<file path="src/rtl/mem_access_unit.sv">
// Data-memory access stage: checks alignment, drives a variable-latency word
// handshake with byte enables, and registers load words for the extension stage.
module mem_access_unit #(
    parameter int TIMEOUT_CYCLES = 16,
    parameter int CNT_W          = 5
) (
    input  logic        clk,
    input  logic        rst_n,
    input  logic        Start,
    input  logic        MemWrite,
    input  logic [2:0]  MemFunct,
    input  logic [31:0] Addr,
    input  logic [31:0] WData,
    output logic        Busy,
    output logic        MemReq,
    output logic        MemWe,
    output logic [31:0] MemAddr,
    output logic [3:0]  MemBE,
    output logic [31:0] MemWData,
    input  logic        MemAck,
    input  logic [31:0] MemRData,
    output logic [31:0] Dout,
    output logic [2:0]  ExtFunct,
    output logic [1:0]  A1_A0,
    output logic        Valid,
    output logic        AddrErr,
    output logic        BusErr
);

    typedef enum logic [1:0] {
        ST_IDLE = 2'b00,
        ST_REQ  = 2'b01,
        ST_DONE = 2'b10
    } state_t;

    state_t state_r, state_nxt_s;

    logic [CNT_W-1:0] cnt_r, cnt_nxt_s;
    logic [2:0]       funct_r, funct_nxt_s;
    logic [1:0]       a10_r, a10_nxt_s;
    logic             req_nxt_s, we_nxt_s, busy_nxt_s;
    logic [31:0]      addr_nxt_s, wdata_nxt_s, dout_nxt_s;
    logic [3:0]       be_nxt_s;
    logic [2:0]       ext_nxt_s;
    logic [1:0]       a1a0_nxt_s;
    logic             valid_nxt_s, aerr_nxt_s, berr_nxt_s;
    logic             misaligned_s, timeout_s;

    function automatic logic is_byte_f(input logic [2:0] funct);
        return (funct == 3'b001) || (funct == 3'b011);
    endfunction

    function automatic logic is_half_f(input logic [2:0] funct);
        return (funct == 3'b010) || (funct == 3'b100);
    endfunction

    function automatic logic misaligned_f(input logic [2:0] funct, input logic [1:0] a10);
        logic bad;
        if (is_byte_f(funct)) begin
            bad = 1'b0;
        end else if (is_half_f(funct)) begin
            bad = a10[0];
        end else begin
            bad = (a10 != 2'b00);
        end
        return bad;
    endfunction

    function automatic logic [3:0] be_f(input logic [2:0] funct, input logic [1:0] a10);
        logic [3:0] be;
        if (is_byte_f(funct)) begin
            be = 4'b0001 << a10;
        end else if (is_half_f(funct)) begin
            be = a10[1] ? 4'b1100 : 4'b0011;
        end else begin
            be = 4'b1111;
        end
        return be;
    endfunction

    function automatic logic [31:0] rep_f(input logic [2:0] funct, input logic [31:0] wd);
        logic [31:0] r;
        if (is_byte_f(funct)) begin
            r = {4{wd[7:0]}};
        end else if (is_half_f(funct)) begin
            r = {2{wd[15:0]}};
        end else begin
            r = wd;
        end
        return r;
    endfunction

    assign misaligned_s = misaligned_f(MemFunct, Addr[1:0]);
    assign timeout_s    = (cnt_r == CNT_W'(TIMEOUT_CYCLES - 1));

    // State register
    always_ff @(posedge clk or negedge rst_n) begin
        if (!rst_n) begin
            state_r <= ST_IDLE;
        end else begin
            state_r <= state_nxt_s;
        end
    end

    // Next-state logic; an ack beats a simultaneous timeout
    always_comb begin
        state_nxt_s = ST_IDLE;
        case (state_r)
            ST_IDLE, ST_DONE: begin
                if (Start && !misaligned_s) begin
                    state_nxt_s = ST_REQ;
                end else begin
                    state_nxt_s = ST_IDLE;
                end
            end
            ST_REQ: begin
                if (MemAck) begin
                    state_nxt_s = ST_DONE;
                end else if (timeout_s) begin
                    state_nxt_s = ST_IDLE;
                end else begin
                    state_nxt_s = ST_REQ;
                end
            end
            default: state_nxt_s = ST_IDLE;
        endcase
    end

    // Next values of all registered outputs; request fields are zero unless a request is live
    always_comb begin
        req_nxt_s   = 1'b0;
        we_nxt_s    = 1'b0;
        busy_nxt_s  = 1'b0;
        addr_nxt_s  = 32'h0000_0000;
        be_nxt_s    = 4'b0000;
        wdata_nxt_s = 32'h0000_0000;
        cnt_nxt_s   = '0;
        valid_nxt_s = 1'b0;
        aerr_nxt_s  = 1'b0;
        berr_nxt_s  = 1'b0;
        funct_nxt_s = funct_r;
        a10_nxt_s   = a10_r;
        dout_nxt_s  = Dout;
        ext_nxt_s   = ExtFunct;
        a1a0_nxt_s  = A1_A0;
        case (state_r)
            ST_IDLE, ST_DONE: begin
                if (Start) begin
                    if (misaligned_s) begin
                        aerr_nxt_s = 1'b1;
                    end else begin
                        req_nxt_s   = 1'b1;
                        busy_nxt_s  = 1'b1;
                        we_nxt_s    = MemWrite;
                        addr_nxt_s  = {Addr[31:2], 2'b00};
                        be_nxt_s    = be_f(MemFunct, Addr[1:0]);
                        wdata_nxt_s = MemWrite ? rep_f(MemFunct, WData) : 32'h0000_0000;
                        funct_nxt_s = MemFunct;
                        a10_nxt_s   = Addr[1:0];
                    end
                end else begin
                    aerr_nxt_s = 1'b0;
                end
            end
            ST_REQ: begin
                if (MemAck) begin
                    valid_nxt_s = 1'b1;
                    if (!MemWe) begin
                        dout_nxt_s = MemRData;
                        ext_nxt_s  = funct_r;
                        a1a0_nxt_s = a10_r;
                    end else begin
                        dout_nxt_s = Dout;
                    end
                end else if (timeout_s) begin
                    berr_nxt_s = 1'b1;
                end else begin
                    req_nxt_s   = 1'b1;
                    busy_nxt_s  = 1'b1;
                    we_nxt_s    = MemWe;
                    addr_nxt_s  = MemAddr;
                    be_nxt_s    = MemBE;
                    wdata_nxt_s = MemWData;
                    cnt_nxt_s   = cnt_r + CNT_W'(1);
                end
            end
            default: begin
                req_nxt_s = 1'b0;
            end
        endcase
    end

    // Output and capture registers
    always_ff @(posedge clk or negedge rst_n) begin
        if (!rst_n) begin
            cnt_r    <= '0;
            funct_r  <= 3'b000;
            a10_r    <= 2'b00;
            MemReq   <= 1'b0;
            MemWe    <= 1'b0;
            Busy     <= 1'b0;
            MemAddr  <= 32'h0000_0000;
            MemBE    <= 4'b0000;
            MemWData <= 32'h0000_0000;
            Dout     <= 32'h0000_0000;
            ExtFunct <= 3'b000;
            A1_A0    <= 2'b00;
            Valid    <= 1'b0;
            AddrErr  <= 1'b0;
            BusErr   <= 1'b0;
        end else begin
            cnt_r    <= cnt_nxt_s;
            funct_r  <= funct_nxt_s;
            a10_r    <= a10_nxt_s;
            MemReq   <= req_nxt_s;
            MemWe    <= we_nxt_s;
            Busy     <= busy_nxt_s;
            MemAddr  <= addr_nxt_s;
            MemBE    <= be_nxt_s;
            MemWData <= wdata_nxt_s;
            Dout     <= dout_nxt_s;
            ExtFunct <= ext_nxt_s;
            A1_A0    <= a1a0_nxt_s;
            Valid    <= valid_nxt_s;
            AddrErr  <= aerr_nxt_s;
            BusErr   <= berr_nxt_s;
        end
    end

endmodule

</file>
<file path="config.mk">
export PLATFORM = sky130hd
export DESIGN_NAME = mem_access_unit
export DESIGN_NICKNAME = d
export VERILOG_FILES = /design/src/rtl/mem_access_unit.sv
export SDC_FILE = /design/constraint.sdc
export NUM_CORES = 1
export LEC_CHECK = 0
export BUFFER_PORTS_ARGS = -buffer_cell sky130_fd_sc_hd__buf_2
export CORE_MARGIN = 10
export CORE_UTILIZATION = 30
export CTS_BUF_LIST = sky130_fd_sc_hd__clkbuf_8 sky130_fd_sc_hd__clkbuf_16
export DETAILED_ROUTE_END_ITERATION = 12
export PLACE_DENSITY = 0.63
export SETUP_SLACK_MARGIN = 0.3
export SYNTH_ARGS = -nofsm -noshare
export SYNTH_HDL_FRONTEND = slang
export SYNTH_SLANG_ARGS = --single-unit
</file>
<file path="constraint.sdc">
create_clock -name clk -period 1.5 [get_ports clk]
set_input_delay 0.15 -clock clk [delete_from_list [all_inputs] [get_ports clk]]
set_output_delay 0.15 -clock clk [all_outputs]
set_load 0.03 [all_outputs]
</file>
# Word level (Yosys, flattened, before mapping)
# Index checks and enable logic that the tools add are counted.
[classes]
add_sub_neg = 1
bitwise = 2
shift = 1
n_reduce_logical = 9
n_mux = 46
n_eq_ne = 8
[ops]
columns = ["op", "n"]
rows = [
  ["32-bit two-way mux", 9],
  ["32-bit case mux with 2 select lines", 2],
  ["4-bit two-way mux", 7],
  ["1-bit two-way mux", 20],
  ["5-bit two-way mux", 3],
  ["4-bit case mux with 2 select lines", 1],
  ["3-bit by 2-bit equality test with 1-bit output, second input constant", 2],
  ["3-bit AND reduction", 2],
  ["5-bit by 1-bit adder with 5-bit output, second input constant", 1],
  ["5-bit by 4-bit equality test with 1-bit output, second input constant", 1],
  ["1-bit case mux with 2 select lines", 2],
  ["2-bit case mux with 2 select lines", 1],
  ["1-bit by 2-bit << shifter with 4-bit output, first input constant", 1],
  ["3-bit by 1-bit equality test with 1-bit output, second input constant", 1],
  ["3-bit equality test, second input constant", 1],
  ["3-bit != test, second input constant", 1],
  ["2-bit by 1-bit equality test with 1-bit output, second input constant", 1],
  ["2-bit equality test, second input constant", 1],
  ["2-bit logical NOT", 1],
  ["1-bit logical OR", 2],
  ["2-bit two-way mux", 1],
  ["1-bit NOT", 2],
  ["2-bit nonzero test", 1],
  ["2-bit OR reduction", 1],
  ["other kinds (2)", 2],
]
[word_totals]
word_cells = 82
regBits = 122

# Depth between registers and ports, before layout
[logic_depth]
ltp_word = 8
depth_mapped = 7

# Worst setup path before layout
# No wires, ideal clock.
[synth_path]
kind = "register -> register"
start = "register state_r[0]"
end = "register Dout[0]"
n_path_buf = 2
stages_incl_launch_ff = 6
required_time_ns = 1.375
setup_time_ns = 0.125
t_arrival_ns = 1.592
synth_period_minus_slack_ns = 1.717
slack_ns = -0.217
path_cell_list = "dfrtp_1 > and3b_1 > nor2b_1 > buf_2 > buf_4 > mux2_2"
[synth_via]
elab_chain_cells = 2
[synth_rtl]
columns = ["item", "line", "text"]
rows = [
  ["start, declared", "36", "state_t state_r, state_nxt_s;"],
  ["start signal, assigned", "101", "state_r <= state_nxt_s;"],
  ["2-bit by 1-bit equality test with 1-bit output", "146", "case (state_r)"],
  ["3-bit AND reduction (no line)", "-", ""],
  ["end signal, assigned", "221", "Dout <= dout_nxt_s;"],
  ["end, declared", "22", "output logic [31:0] Dout,"],
]
# No other way between the ends.
# A chain may end at the register's enable or synchronous reset.

# Worst setup path after layout
[layout_path]
start = "register state_r[0]"
end = "register Dout[16]"
# Same word-level chain as after synthesis.

==> metrics.cfg <==
[flow_run]
drv_cap = 0

[worst_setup_path]
crit_fanout = 7
reg2reg_to = Dout[16]
crit_type = flip-flop to flip-flop
arrival_ns = 1.89
r2r-start = state_r[0]
rrSetupSlack_ns = -0.10
endpoint_kind = flip-flop
rr_worst_depth = 6
cp_data_required_time_ns = 1.79
cp-start-kind = flip-flop

[detailed_routing]
met2_length_mm = 8.878
wl_per_cell_um = 20.07
highest_layer = met5
vias = 4422
wirelength_mm = 17.90
dr.first_iter.drc_count = 186
ant_nets = 0
drt-met1-wl_mm = 7.087
drt-pass1-iter-count = 4
route.met3.wl_mm = 1.550
viasPerCell = 4.957
drc = 0

[die]
rows = 46
die_h_um = 148.4
start_util_pct = 30.91
io_pins = 215
coreArea_um2 = 16000
dieArea_um2 = 22020
die_w_um = 148.4

[placed_design]
postPlaceCellArea_um2 = 6496
place.gp.congestion = 0.8034
io_buffers = 212
hpwl_mm = 12.01
place_inst = 772

[synthesis]
async_flop_share_pct = 100.0
synth.most_common_cell = dfrtp_1
yosys-top-cells-count = 119 x dfrtp_1, 50 x a22o_1, 41 x mux2_2
yosysTopAreaCellShare_pct = 60.21
ys_ff_latch = 119
yosysWarnings = 0
synth_ff_type = dfrtp_1
ys_seq_area_share_pct = 60.21
avgSynthCellArea_um2 = 14.17
yosysUniqueCellTypes = 42
syn_area_um2 = 4946
synth_area_leaders = dfrtp_1 60%, mux2_2 9.3%, a22o_1 8.9%, mux2i_1 3.2%, a221oi_1 2.8%
synth_area_leader_cell = dfrtp_1
synth_cells = 349
synth_edf_count = 0

[final_layout]
areaGrowthSynthToFinish_pct = 67.09
layout.nets = 770
post-route-cell-area_um2 = 8264
insertedDiodeCount = 0
drive_above_1_share_pct = 53.55
finalNonFillerCells = 892

[run_status]
violations = setup timing
run_status = finished with violations

[grt]
antenna_found_initial = 3
grt_first_pass_wirelength_mm = 27.12
track_usage_pct = 15.67
gr-total-overflow = 0
first_global_vias = 4875
grt_max_degree = 56

[min_path]
min_to = MemWData[17]
holdPathStages = 3
hp-class = primary input to flip-flop
min-delay-start = WData[17]

[sta]
slew-limit-headroom_pct = 63.04
rsz0062_at_grt = yes
setup_viol = 82
timing.final.ws_setup_ns = -0.1021
whs_ns = 0.01960
final-max-slew-violation-count = 0
period_needed_ns = 1.602
fin_skew_ns = 0.009021
hold_violations = 0
clock.fmax_ghz = 0.6242
fin_crit_sh_pct = 106.8
worst_slew_pin_slew_ns = 0.5544

[power]
irDropWorstVdd_mv = 0.8028
power.total_mw = 11.71
power_density_nw_per_um2 = 1417
cellLeakagePower_nw = 4.123

[clocking]
cts_buffer_depth = 2
root_buffer = clkbuf_16
cts_tree = built
htreeDepth = 4
clkSinkCount = 119
clock_latency_ns = 0.41
numCtsBuffers = 17
clk_pin_slew_ns = 0.05

==> cells in the final DEF, fill, tap and decap left out, types with 4 or more instances in the layout <==
cell type / synthesis / layout
clkbuf_16: 0 / 21
buf_16: 0 / 4
buf_4: 13 / 19
clkinv_2: 0 / 7
mux2i_1: 16 / 16
dfrtp_1: 119 / 118
buf_6: 1 / 7
a221oi_1: 16 / 16
o2bb2ai_2: 0 / 15
mux2_4: 0 / 11
buf_12: 0 / 12
buf_2: 9 / 206
mux2_2: 41 / 30
nor2_1: 6 / 4
dlygate4sd3_1: 0 / 66
o22ai_1: 8 / 8
a22oi_1: 8 / 8
a22o_1: 50 / 50
==> layout make-up <==
cell class | instances | area (um^2)
Fill cell | 1366 | 7736
Sequential cell | 119 | 2979
Timing Repair Buffer | 323 | 2441
Multi-Input combinational cell | 201 | 1992
Clock buffer | 20 | 466.7
Tap cell | 216 | 270.3
Clock inverter | 10 | 103.9
Inverter | 3 | 11.26
==> registers in the layout, summed over array words and instances (netlist names) <==
| register | flops |
|---|---|
| A1_A0 | 2 |
| AddrErr | 1 |
| BusErr | 1 |
| Dout | 32 |
| ExtFunct | 3 |
| MemAddr | 30 |
| MemBE | 4 |
| MemWData | 32 |
| MemWe | 1 |
| Valid | 1 |
| a10_r | 2 |
| cnt_r | 5 |
| funct_r | 3 |
| state_r | 2 |
==> critical path, cell delays in order (launching register included) <==
cell       delay (ns)
dfrtp_2          0.41
buf_6            0.12
and3b_2          0.21
nor2b_4          0.14
buf_12           0.14
clkbuf_16        0.16
mux2_4           0.30
==> worst max-delay path by stage <==
stage	slack [ns]	startpoint	cells after the start	end
CTS	-0.06	state_r[0]	5	Dout[28]
detailed placement	-0.13	state_r[0]	4	MemWData[27]
global route	-0.11	state_r[0]	6	Dout[13]
floorplan	-0.05	state_r[0]	5	Dout[0]
finish	-0.10	state_r[0]	6	Dout[16]
global placement	-0.05	state_r[0]	4	MemWData[25]
==> logic make-up (layout without fill, tap and decap cells) <==
kind of cell,Yosys count,in the layout,synth area share [%]
multiplexers,57,57,12.57
adder cells (fa/ha/maj),1,1,0.2529
AO/OA/AOI/OAI,108,108,18.64
buffers and inverters,30,356,3.668
AND/OR/NAND/NOR,30,30,3.668
XOR/XNOR,3,3,0.9108
other,1,2,0.07582
flip-flops,119,119,60.21
==> power by group <==
| group | switching, mW | total (mW) | internal (mW) |
|---|---|---|---|
| clock | 1.37 | 3.90 | 2.53 |
| sequential | 0.316 | 4.13 | 3.81 |
| combinational | 2.16 | 3.68 | 1.52 |
==> timing repair <==
item                       4_1_cts  5_1_grt
pin swaps                        3        7
cloned                           4        5
buffers inserted                11        4
hold buffers                    66        0
hold endpoints to repair        97        0
setup endpoints to repair      113      120
resized for setup               24       14
==> metal layers <==
metal | vias up | global-route usage (%)
li1 | 1977 | -
met4 | 4 | 5.550
met1 | 2201 | 17.89
met3 | 30 | 5.886
met2 | 210 | 26.28
met5 | - | 0
==> per-stage QoR <==
step	setup slack (ns)	TNS [ns]	utilization (%)
global placement	-0.05305	-2.580	40.60
floorplan	-0.04766	-2.317	-
global route	-0.1134	-6.946	51.65
CTS	-0.06470	-2.143	50.29
finish	-0.1021	-3.363	51.65
detailed placement	-0.1326	-4.548	40.60
Note: power is estimated with default switching activity, not from simulation.
